<file path="config.mk">
export PLATFORM = sky130hd
export DESIGN_NAME = vector_scale
export DESIGN_NICKNAME = d
export VERILOG_FILES = /design/src/rtl/vector_scale.sv
export SDC_FILE = /design/constraint.sdc
export NUM_CORES = 1
export LEC_CHECK = 0
export CORE_UTILIZATION = 49
export CTS_BUF_LIST = sky130_fd_sc_hd__clkbuf_16
export DETAILED_ROUTE_END_ITERATION = 7
export GPL_TIMING_DRIVEN = 0
export HOLD_SLACK_MARGIN = 0.03
export PLACE_DENSITY = 0.69
export REMOVE_ABC_BUFFERS = 1
export SLEW_MARGIN = 10
export SYNTH_ARGS = -nofsm -noshare
export SYNTH_HDL_FRONTEND = slang
export SYNTH_SLANG_ARGS = --single-unit
</file>
<file path="constraint.sdc">
create_clock -name clk -period 13.9 [get_ports clk]
set_input_delay 2.78 -clock clk [delete_from_list [all_inputs] [get_ports clk]]
set_output_delay 2.78 -clock clk [all_outputs]
set_load 0.05 [all_outputs]
</file>
<file path="src/rtl/vector_scale.sv">
// Sequential signed fixed-point scalar x 3-vector multiply, one component per cycle through
// a single shared multiplier, with per-component saturation and a valid/ready handshake.
module vector_scale #(
  parameter int unsigned COMP_W    = 19,
  parameter int unsigned FRAC_BITS = 10
) (
  input  logic                  clk,
  input  logic                  rst,
  input  logic [3*COMP_W-1:0]   in_vector,
  input  logic [COMP_W-1:0]     in_scalar,
  input  logic                  in_valid,
  output logic                  in_ready,
  output logic [3*COMP_W-1:0]   out_vector,
  output logic                  out_sat,
  output logic                  out_valid,
  input  logic                  out_ready
);

  localparam int unsigned PW = 2 * COMP_W;

  localparam logic signed [PW-1:0] MaxVal = {{(COMP_W + 1){1'b0}}, {(COMP_W - 1){1'b1}}};
  localparam logic signed [PW-1:0] MinVal = {{(COMP_W + 1){1'b1}}, {(COMP_W - 1){1'b0}}};

  typedef enum logic [2:0] {StIdle, StMulX, StMulY, StMulZ, StDone} state_e;

  state_e                state_q;
  logic [3*COMP_W-1:0]   vec_q;
  logic [COMP_W-1:0]     scalar_q;
  logic                  sat_acc_q;

  logic signed [COMP_W-1:0] comp;
  logic signed [PW-1:0]     comp_ext;
  logic signed [PW-1:0]     scalar_ext;
  logic signed [PW-1:0]     prod;
  logic signed [PW-1:0]     shifted;
  logic                     sat_hi;
  logic                     sat_lo;
  logic [COMP_W-1:0]        result;

  // Component feeding the shared multiplier is selected by the current state.
  always_comb begin
    comp = '0;
    unique case (state_q)
      StMulX:  comp = vec_q[3*COMP_W-1:2*COMP_W];
      StMulY:  comp = vec_q[2*COMP_W-1:COMP_W];
      StMulZ:  comp = vec_q[COMP_W-1:0];
      default: comp = '0;
    endcase
  end

  always_comb begin
    comp_ext   = comp;
    scalar_ext = $signed(scalar_q);
    prod       = comp_ext * scalar_ext;
    shifted    = prod >>> FRAC_BITS;
    sat_hi     = shifted > MaxVal;
    sat_lo     = shifted < MinVal;
    if (sat_hi) begin
      result = MaxVal[COMP_W-1:0];
    end else if (sat_lo) begin
      result = MinVal[COMP_W-1:0];
    end else begin
      result = shifted[COMP_W-1:0];
    end
  end

  always_ff @(posedge clk) begin
    if (rst) begin
      state_q    <= StIdle;
      vec_q      <= '0;
      scalar_q   <= '0;
      sat_acc_q  <= 1'b0;
      out_vector <= '0;
      out_sat    <= 1'b0;
    end else begin
      case (state_q)
        StIdle: begin
          if (in_valid) begin
            vec_q     <= in_vector;
            scalar_q  <= in_scalar;
            sat_acc_q <= 1'b0;
            state_q   <= StMulX;
          end
        end
        StMulX: begin
          out_vector[3*COMP_W-1:2*COMP_W] <= result;
          sat_acc_q <= sat_acc_q | sat_hi | sat_lo;
          state_q   <= StMulY;
        end
        StMulY: begin
          out_vector[2*COMP_W-1:COMP_W] <= result;
          sat_acc_q <= sat_acc_q | sat_hi | sat_lo;
          state_q   <= StMulZ;
        end
        StMulZ: begin
          out_vector[COMP_W-1:0] <= result;
          sat_acc_q <= sat_acc_q | sat_hi | sat_lo;
          out_sat   <= sat_acc_q | sat_hi | sat_lo;
          state_q   <= StDone;
        end
        StDone: begin
          if (out_ready) begin
            state_q <= StIdle;
          end
        end
        default: state_q <= StIdle;
      endcase
    end
  end

  assign in_ready  = (state_q == StIdle);
  assign out_valid = (state_q == StDone);

endmodule

</file>
==> results of run 1 <==
report_power, final:
group	internal, uW	total [uW]	switching, uW	leakage, uW
Sequential	441	504	62.7	0.00113
Combinational	222	589	367	0.00896
Clock	257	466	209	0.000298
Total	921	1560	638	0.0104
sequential cells by signal, summed over array words and instances (netlist names):
name,count
out_vector,57
vec_q,57
scalar_q,19
state_q,3
out_sat,1
sat_acc_q,1
routing by layer:
layer | up-vias | global-route usage [%]
li1 | 6729 | -
met5 | - | 0
met4 | 0 | 7.86
met3 | 87 | 3.04
met1 | 7451 | 35.6
met2 | 426 | 44.9
critical path: stages, from the launching register on:
cell	delay, ns
dfxtp_2	0.92
a21oi_1	0.25
nor2_2	0.68
nand2_1	0.29
fa_1	0.82
inv_1	0.10
fa_1	0.83
fa_1	0.54
fa_1	0.52
fa_1	0.50
inv_1	0.05
fa_1	0.47
inv_1	0.04
ha_1	0.27
ha_1	0.45
a21o_1	0.24
a21o_1	0.19
a2111oi_0	0.59
o2111ai_1	0.36
a31oi_1	0.29
xnor2_1	0.18
nand3_1	0.13
or4_4	0.51
a211oi_4	0.81
a221o_1	0.29
path summary, 6_finish.rpt:
kind              start              to  slack [ns]
max          state_q[1]  out_vector[12]        3.51
min           vec_q[29]       vec_q[29]        0.45
max reg2reg  state_q[1]  out_vector[12]        3.51
min reg2reg   vec_q[29]       vec_q[29]        0.45
through the flow:
step	std cells	hold WS (ns)	power, uW
3_3_place_gp	2665	0.439	1070
5_1_grt	2717	0.468	1640
6_report	2718	0.453	1560
2_1_floorplan	2015	0.426	865
4_1_cts	2717	0.453	1560
3_5_place_dp	2685	0.444	1100
area by class of cell:
| cell class | count | area [um2] | area share [%] |
|---|---|---|---|
| clock inverter | 15 | 176 | 0.814 |
| antenna | 1 | 2.50 | 0.0115 |
| timing repair buffer | 159 | 1730 | 7.97 |
| inverter | 387 | 1450 | 6.70 |
| multi-input combinational | 1490 | 14500 | 66.8 |
| tap | 511 | 639 | 2.95 |
| sequential | 138 | 2770 | 12.8 |
| clock buffer | 17 | 425 | 1.96 |
cell usage after synthesis, types with 4 or more instances:
| library cell | n |
|---|---|
| a21oi_1 | 125 |
| nor3_1 | 14 |
| o21a_1 | 4 |
| nor2b_1 | 18 |
| a221o_1 | 52 |
| a31oi_1 | 7 |
| o21bai_1 | 7 |
| nand3_1 | 16 |
| nand2_1 | 346 |
| dfxtp_1 | 138 |
| nor4_1 | 4 |
| inv_1 | 387 |
| clkbuf_1 | 103 |
| xor2_1 | 5 |
| a211oi_1 | 5 |
| nand2b_1 | 9 |
| a21o_1 | 10 |
| xnor2_1 | 30 |
| buf_1 | 12 |
| and2_1 | 188 |
| o21ai_0 | 18 |
| mux2_2 | 20 |
| o211ai_1 | 4 |
| fa_1 | 368 |
| o31ai_1 | 5 |
| ha_1 | 108 |
| nor2_1 | 62 |
| nand4_1 | 17 |
logic make-up after synthesis:
family / count (synthesis) / share of synthesized area (%)
AO/OA/AOI/OAI: 261 / 9.28
multiplexers: 22 / 1.31
buffers and inverters: 510 / 10.2
adder cells (fa/ha/maj): 476 / 45.6
XOR/XNOR: 35 / 1.60
flip-flops: 138 / 14.5
AND/OR/NAND/NOR: 696 / 17.5
==> reports/results.ini, run 1 <==
[sta]
tightestPinTransition_ns=1.26
tns_ns=0
slew_headroom_pct=15.9
setup_viol=0
drv_slew=0
skew_ns=0.0129
fmax_ghz=0.0962
fin_ws_ns=3.51
rsz0062_at_grt=no
hold_viol=0
post-route-period-util_pct=74.8
min_period_ns=10.39

[job]
max-cap-violations=0

[routing]
antenna_left=0
wl_met1_um=21400
viasPerCell=5.41
via_count=14693
top_layer=met4
wirelength_um=49500
avgRoutedWirePerCell_um=18.2
wl_met3_um=2420
wl_met2_um=24400
drc=0
drt-initial-drc-count=892
dr.pass1.iters=5

[global_routing]
antenna_found_initial=1
grt.total_usage_pct=26.5
overflow=0
grt_pass1_vias=15660
grt_start_max_net_pins=77
grt_pass1_wl_um=81600

[place]
dpl_cell_area_um2=21100
place_congestion=0.867
portBuffers=139
pre_cts_slack_ns=3.18
dp_hpwl_um=39200

[min_path]
hold_depth=2
hp-class=reg -> reg

[power]
p_leak_uw=0.0104
irDropWorstVdd_uv=75.3
power_density_nw_per_um2=71.9

[clock_tree]
insertion_delay_ns=0.44
postCtsSetupRepairBufs=0
post_cts_resized=0
hold_buffers=0
clk_pin_slew_ns=0.06
clockBufferDepth=2
cts.sinks=138
cts_made_buffers=17
cts_tree=done
cts_root_buf=clkbuf_16
h-tree-depth=4

[setup_path]
end_kind=register
path_max_fanout=47
r2r_cells=24
startpoint_type=register
crit_arrival_ns=10.77
critPathKind=reg -> reg
critPathRequiredTime_ns=14.27

[cells_and_area]
layout_commonest_cell=inv_1
num-fill-cells=3430
final_cell_area_um2=21700
drive_above_1_share_pct=5.21
final_nets=2749
final_cell_mix=387 x inv_1, 368 x fa_1, 345 x nand2_1, 187 x and2_1, 138 x clkdlybuf4s50_1
area_delta_synth_final_pct=13.4
final_util_pct=57.0

[floorplan]
die_x_um=199
core-area_um2=38000
row_count=71
dieHeight_um=199
pin_count=140
initial_core_util_pct=50.3
die-area_um2=39800

[synthesis]
synthArstFlopShare_pct=0
ys_seq_elements=138
synthFlopType=dfxtp_1
synth.avg_cell_area_um2=8.94
yosys_warnings=0
ys_seq_area_share_pct=14.5
synth_edf_count=0
yosysUniqueCellTypes=66
synth_area_leaders=fa_1 39%, dfxtp_1 14%, inv_1 7.6%
netlist_area_um2=19100
synth_top_area_share_pct=38.5
synth_top_area_cell=fa_1
syn_inst=2138

[status]
status=complete, no violations

No activity file was read; power rests on OpenSTA's default activity.
==> run 2: changes to the inputs <==
- PLACE_DENSITY: 0.69 -> 0.71
- clock period: 13.9 -> 8.51 ns (I/O delays scaled with it)
==> run 2 against run 1 <==
Effect of this change: first-iteration DRC count is 1.3% lower; via count is 3.8% higher; cell count up 2.5%; register-to-register slack lost 3.3 ns; clock-buffer cell count unchanged; critical path type unchanged; critical endpoint is now out_vector[38].
==> reports/results.ini, run 2 (synthesized netlist as in run 1, its figures left out) <==
[setup_path]
end_kind=register  ; unchanged
critPathKind=reg -> reg  ; unchanged
r2r_slack_ns=0.17  ; was 3.51 ns
r2r-start=state_q[0]  ; was state_q[1]
slowest_delay_ns=0.60  ; was 0.92 ns
reg2reg_to=out_vector[38]  ; was out_vector[12]
crit_path_frequent_cell=fa_1  ; unchanged
slowest_stage=or4_4  ; was dfxtp_2
path_max_fanout=8  ; was 47
crit_arrival_ns=8.71  ; was 10.77 ns
startpoint_type=register  ; unchanged
r2r_cells=30  ; was 24
critPathRequiredTime_ns=8.89  ; was 14.27 ns

[sta]
fin_ws_ns=0.173  ; was 3.51 ns
min_period_ns=8.34  ; was 10.39 ns
slew_headroom_pct=15.4  ; was 15.9%
tns_ns=0  ; unchanged
tightestPinTransition_ns=1.26  ; about the same
fmax_ghz=0.120  ; was 0.0962 GHz
drv_slew=0  ; unchanged
hold_viol=0  ; unchanged
post-route-period-util_pct=98.0  ; was 74.8%
skew_ns=0.0190  ; was 0.0129 ns
setup_viol=0  ; unchanged

[cells_and_area]
final_util_pct=60.3  ; was 57.0%
reg_top3=out_vector x57, vec_q x57, scalar_q x19  ; unchanged
drive_above_1_share_pct=11.2  ; was 5.21%
area_delta_synth_final_pct=20.0  ; was 13.4%
final_nets=2818  ; was 2,749
final_cell_mix=385 x inv_1, 362 x fa_1, 342 x nand2_1, 184 x and2_1, 138 x clkdlybuf4s50_1  ; was 387 x inv_1, 368 x fa_1, 345 x nand2_1, 187 x and2_1, 138 x clkdlybuf4s50_1
diodes=0  ; was 1
final_cells=2785  ; was 2,718
layout_commonest_cell=inv_1  ; unchanged

[clock_tree]
clk_pin_slew_ns=0.06  ; about the same
insertion_delay_ns=0.44  ; about the same
cts_root_buf=clkbuf_16  ; unchanged
h-tree-depth=4  ; unchanged
cts.sinks=138  ; unchanged
clockBufferDepth=2  ; unchanged
cts_made_buffers=17  ; unchanged
cts_tree=done  ; unchanged
hold_buffers=0  ; unchanged

[global_routing]
grt.total_usage_pct=27.0  ; was 26.5%
grt_pass1_wl_um=83500  ; was 81,600 um
grt_pass1_vias=16115  ; was 15.7k
antenna_found_initial=1  ; unchanged
grt_start_max_net_pins=78  ; was 77
overflow=0  ; unchanged

[floorplan]
row_count=71  ; unchanged
dieHeight_um=199  ; unchanged
die-area_um2=39800  ; unchanged
core-area_um2=38000  ; unchanged
die_x_um=199  ; unchanged
pin_count=140  ; unchanged
initial_core_util_pct=50.3  ; unchanged

[place]
dpl.cell_count=2685  ; unchanged
dp_hpwl_um=38800  ; was 39,200 um
pre_cts_slack_ns=-1.90  ; was 3.18 ns
place_congestion=0.899  ; was 0.867
portBuffers=139  ; unchanged

[routing]
wirelength_um=52000  ; was 49,500 um
antenna_left=0  ; unchanged
drt-initial-drc-count=880  ; was 892
drc=0  ; unchanged
viasPerCell=5.48  ; was 5.41
avgRoutedWirePerCell_um=18.7  ; was 18.2 um
dr.pass1.iters=5  ; unchanged
via_count=15257  ; was 14.7k

[min_path]
hp-class=reg -> reg  ; unchanged
hold_depth=2  ; unchanged
worstHoldStart=vec_q[25]  ; was vec_q[29]
holdPathEnd=vec_q[25]  ; was vec_q[29]

[power]
p_leak_uw=0.0108  ; was 0.0104 uW
p_total_uw=2670  ; was 1560 uW
power_density_nw_per_um2=116  ; was 71.9 nW/um2
irDropWorstVdd_uv=149  ; was 75.3 uV

[job]
max-cap-violations=0  ; unchanged

[status]
status=complete, no violations  ; unchanged

[run 2: cell type report]
type / instances / area [um2]
fillers: 3258 / 15100
inverters: 387 / 1460
clock buffers: 17 / 425
well taps: 511 / 639
repair buffers: 225 / 2420
flip-flops and latches: 138 / 2770
multi-input cells: 1493 / 15100
clock inverters: 14 / 160
[run 2: repair_timing]
action                     in CTS  in global routing
buffers inserted               19                 41
pin swaps                      19                 14
resized for setup              38                 89
cloned                          3                  6
setup endpoints to repair      59                 58
[run 2: worst max path at each step]
stage	from	to	slack [ns]	cells after the start
floorplan	state_q[0]	out_vector[38]	-0.71	26
global placement	state_q[0]	out_vector[11]	-2.95	25
detailed placement	state_q[0]	out_vector[35]	-1.90	26
CTS	state_q[0]	out_vector[11]	0.01	30
global route	state_q[1]	out_vector[55]	-0.10	28
finish	state_q[0]	out_vector[38]	0.17	30
[run 2: where the power goes]
| part | total [uW] | internal, uW | switching, uW | leakage [uW] |
|---|---|---|---|---|
| Sequential | 818 | 721 | 97.4 | 0.00113 |
| Clock | 761 | 437 | 323 | 0.000292 |
| Combinational | 1090 | 441 | 646 | 0.00940 |
[run 2: through the flow]
stage               hold WS [ns]  cell area (um2)
CTS                        0.454            22000
global placement           0.439            20600
detailed placement         0.445            21000
finish                     0.452            22900
global route               0.470            22900
floorplan                  0.426            18600
[run 2: metal layers]
layer / up-vias / part of all wire, % / track usage [%]
li1: 6857 / - / -
met1: 7825 / 42 / 35.8
met2: 492 / 50 / 46.8
met3: 83 / 5.7 / 3.53
met4: 0 / 2.2 / 6.14
met5: - / 0 / 0
[run 2: worst max-delay path: cells and delay by family (launching register included)]
kind	cells	cell delay [ns]
XOR/XNOR	1	0.14
flip-flops	1	0.40
AO/OA/AOI/OAI	7	1.77
AND/OR/NAND/NOR	5	1.14
multiplexers	1	0.36
adder cells (fa/ha/maj)	8	3.59
buffers and inverters	8	0.87
==> run 3: changes to the inputs <==
- ABC_AREA: not set -> 0
- CORE_MARGIN: not set -> 1
- SETUP_SLACK_MARGIN: not set -> 0.3
==> run 3 against run 2 <==
Effect of this change: cell area grew 4.1%; combinational power rose by 7%; register-to-register slack lost 0.07 ns; clock skew is 0.0017 ns lower; critical path depth increased by 7; largest power group unchanged; flip-flop and latch count unchanged; highest routed layer unchanged; via count up 3.3%.
==> reports/results.ini, run 3 (synthesized netlist as in run 1, its figures left out) <==
[cells_and_area]
final_util_pct=62.8  ; was 60.3%
reg_top3=out_vector x57, vec_q x57, scalar_q x19  ; unchanged
drive_above_1_share_pct=15.7  ; was 11.2%
regArea_um2=2770  ; unchanged
area_delta_synth_final_pct=24.9  ; was 20.0%
final_nets=2873  ; was 2,818
multi_input_comb_area_um2=15400  ; was 15,100 um2
final_cell_mix=373 x inv_1, 355 x fa_1, 340 x nand2_1, 181 x and2_1, 138 x clkdlybuf4s50_1  ; was 385 x inv_1, 362 x fa_1, 342 x nand2_1, 184 x and2_1, 138 x clkdlybuf4s50_1
final_cell_area_um2=23900  ; was 22,900 um2
num-fill-cells=3068  ; was 3,258
final_cells=2841  ; was 2,785
layout_commonest_cell=inv_1  ; unchanged

[sta]
rsz0062_at_grt=yes
tightestPinTransition_ns=1.26  ; about the same
hold_viol=0  ; unchanged
drv_slew=0  ; unchanged
min_period_ns=8.41  ; was 8.34 ns
post-route-period-util_pct=98.8  ; was 98.0%
fmax_ghz=0.119  ; was 0.120 GHz
skew_ns=0.0173  ; was 0.0190 ns
slew_headroom_pct=15.5  ; was 15.4%
setup_viol=0  ; unchanged
fin_ws_ns=0.102  ; was 0.173 ns

[clock_tree]
insertion_delay_ns=0.44  ; about the same
cts_made_buffers=17  ; unchanged
h-tree-depth=4  ; unchanged
clk_pin_slew_ns=0.06  ; about the same
cts_root_buf=clkbuf_16  ; unchanged
clockBufferDepth=2  ; unchanged
cts_tree=done  ; unchanged
hold_buffers=0  ; unchanged
cts.sinks=138  ; unchanged

[power]
p_comb_share_pct=42.5  ; was 40.8%
power_density_nw_per_um2=116  ; about the same
p_leak_uw=0.0111  ; was 0.0108 uW
clkPwrFrac_pct=27.8  ; was 28.5%
netSwitchingPower_uw=1110  ; was 1070 uW
irDropWorstVdd_uv=172  ; was 149 uV
p_sw_share_pct=40.3  ; was 40.0%
p_int_uw=1650  ; was 1600 uW
seqPwrFrac_pct=29.7  ; was 30.7%

[floorplan]
dieHeight_um=199  ; unchanged
row_count=71  ; unchanged
die-area_um2=39800  ; unchanged
core-area_um2=38000  ; unchanged
initial_core_util_pct=50.3  ; unchanged
pin_count=140  ; unchanged
die_x_um=199  ; unchanged

[place]
dp_hpwl_um=38800  ; unchanged
dpl.cell_count=2685  ; unchanged
dpl_cell_area_um2=21000  ; unchanged
place_congestion=0.899  ; unchanged
pre_cts_slack_ns=-1.90  ; unchanged
portBuffers=139  ; unchanged

[setup_path]
crit_arrival_ns=8.78  ; was 8.71 ns
crit_path_frequent_cell=fa_1  ; unchanged
critPathKind=reg -> reg  ; unchanged
end_kind=register  ; unchanged
r2r-start=state_q[0]  ; unchanged
cp-endpoint=out_vector[35]  ; was out_vector[38]
slowest_delay_ns=0.58  ; was 0.60 ns
r2r_slack_ns=0.10  ; was 0.17 ns
path_max_fanout=8  ; unchanged
startpoint_type=register  ; unchanged
cp-startpoint=state_q[0]  ; unchanged
critPathRequiredTime_ns=8.88  ; was 8.89 ns
slowest_stage=fa_1  ; was or4_4
reg2reg_to=out_vector[35]  ; was out_vector[38]
r2r_cells=37  ; was 30

[routing]
wl_met1_um=22400  ; was 21,800 um
wl_met3_um=3340  ; was 2950 um
avgRoutedWirePerCell_um=19.5  ; was 18.7 um
antenna_left=0  ; unchanged
viasPerCell=5.55  ; was 5.48
dr.pass1.iters=6  ; was 5
top_layer=met4  ; unchanged
wirelength_um=55400  ; was 52,000 um
via_count=15768  ; was 15.3k
drt-initial-drc-count=1024  ; was 880
drc=0  ; unchanged
wl_met2_um=27800  ; was 26,200 um

[global_routing]
antenna_found_initial=0  ; was 1
overflow=0  ; unchanged
grt.total_usage_pct=27.8  ; was 27.0%
grt_start_max_net_pins=78  ; unchanged
grt_pass1_wl_um=85800  ; was 83,500 um
grt_pass1_vias=16507  ; was 16.1k

[min_path]
hp-class=reg -> reg  ; unchanged

[job]
max-cap-violations=0  ; unchanged

[status]
status=complete, no violations  ; unchanged

-- run 3: changes by cell type in the layout (fill, tap and decap cells not counted), moves of 5 or more --
cell / previous run / this run
buf_4: 54 / 92
inv_1: 385 / 373
ha_4: 10 / 21
inv_2: 2 / 13
buf_6: 2 / 10
ha_1: 89 / 81
a21oi_1: 110 / 103
buf_12: 8 / 15
fa_1: 362 / 355
fa_2: 6 / 13
a21oi_4: 6 / 11
o21ai_0: 14 / 9
-- run 3: worst max-delay path: cells and delay by family, from the launching register on --
family | cells | cell delay, ns
DFF | 1 | 0.40
and+or+nand+nor | 8 | 1.42
AOI/OAI and AO/OA | 6 | 0.93
buffers and inverters | 14 | 1.75
xor gates and xnor gates | 1 | 0.16
adders and majority gates | 8 | 3.65
-- run 3: layout make-up --
cell class,instances,area share [%]
multi-input combinational,1492,64.6
timing repair buffer,281,12.6
sequential,138,11.6
inverter,387,6.11
tap,511,2.68
clock buffer,17,1.78
clock inverter,14,0.671
antenna,1,0.0105
-- run 3: power by group through the flow --
stage	Combinational, uW	Sequential [uW]	Clock (uW)
after detailed placement	954	830	0
after global placement	908	835	0
after floorplan	473	940	0
final	1170	819	768
after CTS	1050	816	765
after global routing	1250	827	795
-- run 3: repair_timing --
| action | 4_1_cts | 5_1_grt |
|---|---|---|
| endpoints found under the setup margin | 59 | 57 |
| gates resized for setup | 95 | 135 |
| pin swaps | 32 | 87 |
| buffers inserted | 54 | 58 |
| cloned | 5 | 7 |
-- run 3: stage by stage --
step                      hold WS (ns)  setup TNS (ns)  total power, uW
after global routing             0.471           -2.47             2880
after global placement           0.439         -162.29             1740
after detailed placement         0.445         -105.17             1780
after floorplan                  0.426          -37.88             1410
final                            0.454               0             2760
after CTS                        0.454               0             2630
-- run 3: how the worst min path moves through the flow --
stage | cells past startpoint | startpoint | slack [ns] | endpoint
after floorplan | 2 | vec_q[20] | 0.43 | vec_q[20]
after global placement | 2 | vec_q[12] | 0.44 | vec_q[12]
after detailed placement | 2 | vec_q[36] | 0.45 | vec_q[36]
after CTS | 2 | vec_q[36] | 0.45 | vec_q[36]
after global routing | 2 | vec_q[20] | 0.47 | vec_q[20]
final | 2 | vec_q[25] | 0.45 | vec_q[25]
-- run 3: metal layers --
metal / global-route usage [%] / vias up
met5: 0 / -
met4: 8.37 / 0
met3: 3.29 / 134
met2: 47.8 / 612
met1: 36.7 / 8055
li1: - / 6967
